==> src/rtl/fft_pkg.sv <==
// Shared definitions for the FFT front end: default sizes, state encoding and
// the index bit-reversal helper used by the loader and the output reorder stage.
package fft_pkg;

  localparam int unsigned WORD_LENGTH_DEF = 8;
  localparam int unsigned N_POINTS_DEF    = 16;

  typedef enum logic [1:0] {
    FILL      = 2'd0,
    START     = 2'd1,
    WAIT_DONE = 2'd2
  } state_e;

  // Address width for an N-point frame; a 2-point frame still needs one bit.
  function automatic int unsigned idx_width(input int unsigned n);
    return (n < 2) ? 1 : $clog2(n);
  endfunction

  // Reverse the low `width` bits of idx (width <= 16); upper result bits are zero.
  function automatic logic [15:0] bitrev(input logic [15:0] idx, input int unsigned width);
    logic [15:0] r;
    logic [15:0] t;
    r = '0;
    t = idx;
    for (int unsigned i = 0; i < 16; i++) begin
      if (i < width) begin
        r = {r[14:0], t[0]};
        t = t >> 1;
      end
    end
    return r;
  endfunction

endpackage

==> src/rtl/fft_bitrev_addr.sv <==
// Combinational frame-slot address generator: passes the index straight through
// or bit-reverses it for a decimation-in-time butterfly core.
module fft_bitrev_addr
  import fft_pkg::*;
#(
  parameter int unsigned WIDTH  = 4,
  parameter bit          ENABLE = 1'b1
) (
  input  logic [WIDTH-1:0] i_idx,
  output logic [WIDTH-1:0] o_idx
);

  logic [WIDTH-1:0] w_rev;

  always_comb begin
    w_rev = WIDTH'(bitrev(16'(i_idx), WIDTH));
    o_idx = ENABLE ? w_rev : i_idx;
  end

endmodule

==> src/rtl/fft_frame_loader.sv <==
// Pops one frame of samples from the sample FIFO into a register bank, pulses
// fft_start, then holds the frame until the butterfly core reports fft_done.
module fft_frame_loader
  import fft_pkg::*;
#(
  parameter int unsigned WORD_LENGTH = WORD_LENGTH_DEF,
  parameter int unsigned N_POINTS    = N_POINTS_DEF,
  parameter bit          BIT_REVERSE = 1'b1
) (
  input  logic                            i_clk,
  input  logic                            i_rst,
  input  logic [WORD_LENGTH-1:0]          i_fifo_data,
  input  logic                            i_fifo_empty,
  output logic                            o_fifo_r_en,
  input  logic                            i_fft_done,
  output logic                            o_fft_start,
  output logic                            o_busy,
  output logic [N_POINTS*WORD_LENGTH-1:0] o_frame,
  output logic [7:0]                      o_frame_cnt
);

  localparam int unsigned      IDX_W    = idx_width(N_POINTS);
  localparam int unsigned      CNT_W    = IDX_W + 1;
  localparam logic [CNT_W-1:0] N_CNT    = CNT_W'(N_POINTS);
  localparam logic [CNT_W-1:0] LAST_CNT = CNT_W'(N_POINTS - 1);

  state_e                 r_state;
  state_e                 w_state_next;
  logic [CNT_W-1:0]       r_rd_cnt;
  logic [CNT_W-1:0]       r_wr_cnt;
  logic                   r_rd_vld;
  logic [WORD_LENGTH-1:0] r_bank [N_POINTS];
  logic [7:0]             r_frame_cnt;
  logic                   w_accept;
  logic                   w_last_capture;
  logic [IDX_W-1:0]       w_wr_slot;

  fft_bitrev_addr #(
    .WIDTH  (IDX_W),
    .ENABLE (BIT_REVERSE)
  ) u_addr (
    .i_idx (r_wr_cnt[IDX_W-1:0]),
    .o_idx (w_wr_slot)
  );

  assign w_accept       = o_fifo_r_en && !i_fifo_empty;
  assign w_last_capture = r_rd_vld && (r_wr_cnt == LAST_CNT);

  always_ff @(posedge i_clk) begin
    if (i_rst) begin
      r_state <= FILL;
    end else begin
      r_state <= w_state_next;
    end
  end

  always_comb begin
    w_state_next = r_state;
    case (r_state)
      FILL:      if (w_last_capture) w_state_next = START;
      START:     w_state_next = WAIT_DONE;
      WAIT_DONE: if (i_fft_done) w_state_next = FILL;
      default:   w_state_next = FILL;
    endcase
  end

  // Reads are masked during reset so no sample is popped and then discarded.
  always_comb begin
    o_fifo_r_en = 1'b0;
    o_fft_start = 1'b0;
    o_busy      = 1'b1;
    case (r_state)
      FILL: begin
        o_busy      = 1'b0;
        o_fifo_r_en = !i_rst && (r_rd_cnt < N_CNT) && !i_fifo_empty;
      end
      START:   o_fft_start = 1'b1;
      default: ;
    endcase
  end

  // FIFO data arrives one cycle after the accept, so capture trails reads by rd_vld.
  always_ff @(posedge i_clk) begin
    if (i_rst) begin
      r_rd_cnt    <= '0;
      r_wr_cnt    <= '0;
      r_rd_vld    <= 1'b0;
      r_frame_cnt <= '0;
      for (int i = 0; i < int'(N_POINTS); i++) begin
        r_bank[i] <= '0;
      end
    end else begin
      r_rd_vld <= w_accept;
      if (r_state == START) begin
        r_rd_cnt    <= '0;
        r_wr_cnt    <= '0;
        r_frame_cnt <= r_frame_cnt + 8'd1;
      end else begin
        if (w_accept) begin
          r_rd_cnt <= r_rd_cnt + 1'b1;
        end
        if (r_rd_vld) begin
          r_bank[w_wr_slot] <= i_fifo_data;
          r_wr_cnt          <= r_wr_cnt + 1'b1;
        end
      end
    end
  end

  for (genvar g = 0; g < int'(N_POINTS); g++) begin : g_frame
    assign o_frame[g*WORD_LENGTH +: WORD_LENGTH] = r_bank[g];
  end

  assign o_frame_cnt = r_frame_cnt;

endmodule

==> config.mk <==
export PLATFORM = sky130hd
export DESIGN_NAME = fft_frame_loader
export DESIGN_NICKNAME = d
export VERILOG_FILES = /design/src/rtl/fft_pkg.sv /design/src/rtl/fft_bitrev_addr.sv /design/src/rtl/fft_frame_loader.sv
export SDC_FILE = /design/constraint.sdc
export NUM_CORES = 1
export LEC_CHECK = 0
export CORE_AREA = 4 4 118 120
export CTS_BUF_LIST = sky130_fd_sc_hd__clkbuf_16
export CTS_CLUSTER_DIAMETER = 60
export DETAILED_ROUTE_END_ITERATION = 6
export DIE_AREA = 0 0 122 124
export PLACE_DENSITY = 0.84
export SLEW_MARGIN = 20
export SYNTH_ARGS = -nofsm -noshare
export SYNTH_HDL_FRONTEND = slang
export SYNTH_SLANG_ARGS = --single-unit
==> constraint.sdc <==
create_clock -name i_clk -period 3.2 [get_ports i_clk]
set_input_delay 0.32 -clock i_clk [delete_from_list [all_inputs] [get_ports i_clk]]
set_output_delay 0.32 -clock i_clk [all_outputs]
set_load 0.01 [all_outputs]
==> impl_results.md, run 1 <==
* Sw power at 874.0 uW
* Sw Ratio at 0.2115
* Synthesized area per cell at 12.73 um^2
* Synth warn at 0
* Largest net degree at the start of global routing at 30
* Setup bufs post-CTS at 0
* Clock power share at 0.401
* Register bit total from synthesis at 149
* Die Wd at 122 um
* Count leader, synth: nor2_1
* WL final at 14380 um
* Reg-to-reg slack, setup at 0.63 ns
* Vias at 4031
* WL/cell at 18.28 um
* F_max at 0.3884 GHz
* Tcrit/Tclk final at 0.8047
* Crit end category: flip-flop
* Share of cells above drive strength 1 at 0.05892
* Lkg Pwr at 2.751 nW
* Sequential fraction of the synthesis area at 0.7530
* Overall routing resource usage at 0.1903
* CP Max Fanout at 14
* Startpoint types: flip-flop
* DRT antenna net count at 0
* RSZ-0062 raised after global routing: no
* DP HPWL at 10680 um
* Dominant cell type by area after synthesis: edfxtp_1
* HP Start: r_rd_cnt[3]
* Initial antenna violation count at 0
* Remaining DRCs at 0
* Final setup vio count at 0
* Fin crit period at 2.575 ns
* Rel. slew slack at 0.4514
* Synth cell count leaders: nor2_1 (141), edfxtp_1 (128), nand2_1 (38)
* Starting Density at 0.4363
* Buffers on Ports at 150
* Die Y at 124 um
* Total CTS buffers at 17
* Int Power at 3.258 mW
* Clock skew at 0.007121 ns
* Hold_ws at 0.4802 ns
* Type of the worst setup path: reg -> reg
* Hold Crit Class: reg -> reg
* Vias/cell at 5.122
* Post-synth ARST share at 0
* Top cells by area, synth: edfxtp_1 (68%), nor2_1 (9.3%), dfxtp_1 (7.4%)
* Worst slew pin tran at 0.8213 ns
* Cells after Synth at 445
* Count of pins over their slew limit at 0
* Antenna Cells at 0
* Status: completed
* Hold worst-path end: r_rd_cnt[4]
* Gr ovfl total at 0
* Worst vdd ir at 0.2202 mV
* Root Driver: clkbuf_16
* CTS Buffer Depth at 2
* # clock sinks at 149
* Tot Pwr at 4.132 mW
* CTS resizes at 0
* Combinational share of power at 0.066
* Clk_lat worst skew at 0.41 ns
* Max Cap Viol at 0
* Area Overhead vs Synth at 38.60%
* EDFF count, synth at 128
* Required time of the worst setup path at 3.23 ns
* Syn nets at 464
* Nets at 617
* I/O pins at 151
* Row count at 42
* Pre-antenna DRT Iters at 5
* H-Tree Depth at 4
* Main flop type after synthesis: edfxtp_1
* Critical Path AT at 2.61 ns
* Synth unique cells at 30
* GPL Wtd Cong at 0.8632
* Cell Pwr Density at 526.5 nW/um^2
* Setup TNS at 0 ns
* Top-area cell type share of the netlist area at 0.6787
* Hold Violations, Final at 0
* Core area at 12980 um^2
* Reg2Reg Depth at 3
* Sequential Power Share at 0.533
* Drt first-iter violations at 406
* CTS tree: yes
* Worst hold stages at 2
* Vias in the first global route at 3936
* Global-route wire length before repair at 21440 um
* Mapped Area at 5663 um^2
* Post-cts hold buffer count at 0
* Die area at 15130 um^2
* Critical R2R Capture: r_bank[5][2]
* RR Startpoint: r_state[1]
* CTS clk-pin slew, worst paths at 0.06 ns
-- layout make-up --
type	instances	area, um^2
clock buffers	17	425.4
clock inverters	15	63.81
fillers	1027	5131
inverters	8	30.03
multi-input cells	262	1269
flip-flops and latches	149	4264
well taps	176	220.2
repair buffers	160	1577
-- state kept, by name (all words and copies together), names as in the netlist --
register,flops
r_bank,128
r_state,2
r_rd_cnt,5
r_wr_cnt,5
r_rd_vld,1
o_frame_cnt,8
-- placed cells by master, fill, tap and decap left out, types with 5 or more instances in the layout --
| master | count |
|---|---|
| clkdlybuf4s50_1 | 150 |
| nor2_1 | 141 |
| edfxtp_1 | 128 |
| nand2_1 | 38 |
| dfxtp_1 | 21 |
| clkbuf_16 | 17 |
| inv_1 | 14 |
| o21bai_1 | 12 |
| nand3_1 | 10 |
| a21oi_1 | 10 |
| buf_4 | 10 |
| ha_1 | 7 |
| clkinv_2 | 6 |
| o21ai_0 | 5 |
-- per-stage QoR --
stage | cell area, um^2 | cells | utilization | worst slack [ns]
after floorplan | 5663 | 445 | - | 1.395
after global placement | 7360 | 755 | 0.5670 | 0.6597
after detailed placement | 7360 | 755 | 0.5670 | 0.4959
after CTS | 7849 | 787 | 0.6047 | 0.6140
after global routing | 7849 | 787 | 0.6047 | 0.3793
final | 7849 | 787 | 0.6047 | 0.6251
-- worst max-delay path, cell delays in order (launching register included) --
cell and delay [ns]:
dfxtp_1 0.41, nand2b_1 0.46, nand3_1 0.52, o21bai_1 0.81
-- layer usage --
metal  wire length, um  track usage
met4               291      0.07213
met5                 0            0
met2              7569       0.3398
met3              1149      0.04541
met1              5372       0.2234
-- worst max path at each step --
| stage | startpoint | endpoint | depth (start not counted) |
|---|---|---|---|
| after CTS | r_rd_vld | r_bank[5][2] | 3 |
| after global routing | r_state[1] | r_bank[5][3] | 3 |
| after global placement | i_rst | r_bank[5][4] | 4 |
| after detailed placement | i_rst | r_bank[5][6] | 4 |
| final | r_state[1] | r_bank[5][2] | 3 |
| after floorplan | r_state[1] | r_bank[10][0] | 4 |
-- power by group through the flow --
stage               registers [mW]  clock network, mW  logic [mW]
detailed placement            2.24                  0       0.275
CTS                           2.20               1.68       0.276
global route                  2.21               1.76       0.289
global placement              2.24                  0       0.266
floorplan                     2.26                  0      0.0679
finish                        2.20               1.66       0.273
-- cells by family after synthesis --
kind of cell	Yosys count	synth area share
buffers and inverters	34	0.02298
muxes	2	0.003535
adders and majority gates	7	0.01547
DFF	149	0.7530
and+or+nand+nor	212	0.1547
AOI/OAI and AO/OA	36	0.04264
xor gates and xnor gates	5	0.007735
Power figures use the tool's default switching activity.
==> inputs of run 2 (changes only) <==
Clock period 3.2 ns to 2.5 ns, I/O delays scaled along.
==> impl_results.md, run 2 (synthesized netlist as in run 1, its figures left out) <==
* Die Wd at 122 um
* RR Startpoint: r_rd_vld
* Root Driver: clkbuf_16
* Nets at 631
* Worst vdd ir at 0.4544 mV
* Max Cap Viol at 0
* Critical Path AT at 2.09 ns
* Total CTS buffers at 17
* Row count at 42
* Final setup vio count at 0
* Int Power at 4.174 mW
* Cell Pwr Density at 662.6 nW/um^2
* DP HPWL at 10610 um
* Worst slew pin tran at 0.4726 ns
* Starting Density at 0.4363
* Die Y at 124 um
* Drt first-iter violations at 463
* Gr ovfl total at 0
* CTS clk-pin slew, worst paths at 0.06 ns
* Global-route wire length before repair at 21650 um
* Dpl cell area at 7465 um^2
* Hold worst-path end: o_frame_cnt[7]
* Post-cts hold buffer count at 0
* CTS tree: yes
* Remaining DRCs at 0
* Hold Violations, Final at 0
* Setup bufs post-CTS at 0
* Tcrit/Tclk final at 0.9343
* CP Max Fanout at 7
* Pre-antenna DRT Iters at 5
* Commonest cells after routing, fill and taps aside: clkdlybuf4s50_1 (150), nor2_1 (141), edfxtp_1 (128)
* CTS resizes at 0
* Lkg Pwr at 2.797 nW
* Status: completed
* Type of the worst setup path: reg -> out
* RSZ-0062 raised after global routing: no
* DRT antenna net count at 0
* Commonest non-fill, non-tap cell in the layout: clkdlybuf4s50_1
* Hold Crit Class: reg -> reg
* WL final at 14280 um
* Rel. slew slack at 0.6843
* Core area at 12980 um^2
* Share of cells above drive strength 1 at 0.07384
* Most flops, register: r_bank
* Sw Ratio at 0.2071
* GPL Wtd Cong at 0.8166
* Sequential Power Share at 0.534
* Required time of the worst setup path at 2.25 ns
* Initial antenna violation count at 0
* Final Instance Area at 7945 um^2
* Combinational share of power at 0.070
* WL/cell at 17.87 um
* Reg2Reg Depth at 5
* Sw power at 1.090 mW
* H-Tree Depth at 4
* Antenna Cells at 0
* Clock power share at 0.396
* Vias/cell at 5.169
* Overall routing resource usage at 0.1923
* Clock skew at 0.007403 ns
* # clock sinks at 149
* Die area at 15130 um^2
* Vias in the first global route at 4005
* Startpoint types: flip-flop
* Fin crit period at 2.336 ns
* F_max at 0.4281 GHz
* Critical R2R Capture: r_bank[11][5]
* I/O pins at 151
* Buffers on Ports at 150
* Vias at 4130
* Tot Pwr at 5.264 mW
* Setup TNS at 0 ns
* CTS Buffer Depth at 2
* Max FFs per register at 128
* Reg-to-reg slack, setup at 0.69 ns
* Crit end category: primary output
* Worst hold stages at 2
* Largest net degree at the start of global routing at 36
* Clk_lat worst skew at 0.41 ns
* Count of pins over their slew limit at 0
* HP Start: o_frame_cnt[7]
* Area Overhead vs Synth at 40.30%
* Crit path from: r_state[1]
## run 2: cell count changes in the layout (fill, tap and decap cells not counted), sizes merged
cell,delta
inv,-5
buf,+14
clkinv,+3
## run 2: layer usage
metal / GRT usage / vias to the layer above / wire length [um]
met5: 0 / - / 0
met4: 0.08193 / 0 / 465
met3: 0.05631 / 42 / 1227
met2: 0.3370 / 232 / 7362
met1: 0.2205 / 1982 / 5220
li1: - / 1874 / -
## run 2: power groups by stage
stage	logic [mW]	clock network (mW)	registers (mW)
3_3_place_gp	0.355	0	2.87
4_1_cts	0.369	2.13	2.81
3_5_place_dp	0.367	0	2.87
2_1_floorplan	0.0869	0	2.90
6_report	0.366	2.08	2.81
5_1_grt	0.389	2.22	2.82
## run 2: metrics by stage
step / worst slack, ns / util / hold slack, ns / cells
detailed placement: 0.3576 / 0.5751 / 0.4820 / 769
global placement: 0.3713 / 0.5751 / 0.4677 / 769
finish: 0.1643 / 0.6121 / 0.4860 / 799
CTS: 0.1506 / 0.6121 / 0.4895 / 799
global route: 0.05967 / 0.6121 / 0.5176 / 799
floorplan: 0.6946 / - / 0.3224 / 445
## run 2: layout make-up
class	count	area, um^2
fill	992	5035
clock inverter	13	55.05
timing repair buffer	174	1682
clock buffer	17	425.4
inverter	8	30.03
tap	176	220.2
multi-input combinational	262	1269
sequential	149	4264
## run 2: worst max-delay path: stages (launching register included)
cell	delay (ns)
dfxtp_1	0.35
or4_1	0.63
nor2_1	0.14
clkdlybuf4s50_1	0.55
## run 2: worst max path at each step
stage                          endpoint  slack [ns]
after floorplan           r_bank[10][0]        0.69
after global placement      o_fifo_r_en        0.37
after detailed placement    o_fifo_r_en        0.36
after CTS                   o_fifo_r_en        0.15
after global routing        o_fifo_r_en        0.06
final                       o_fifo_r_en        0.16
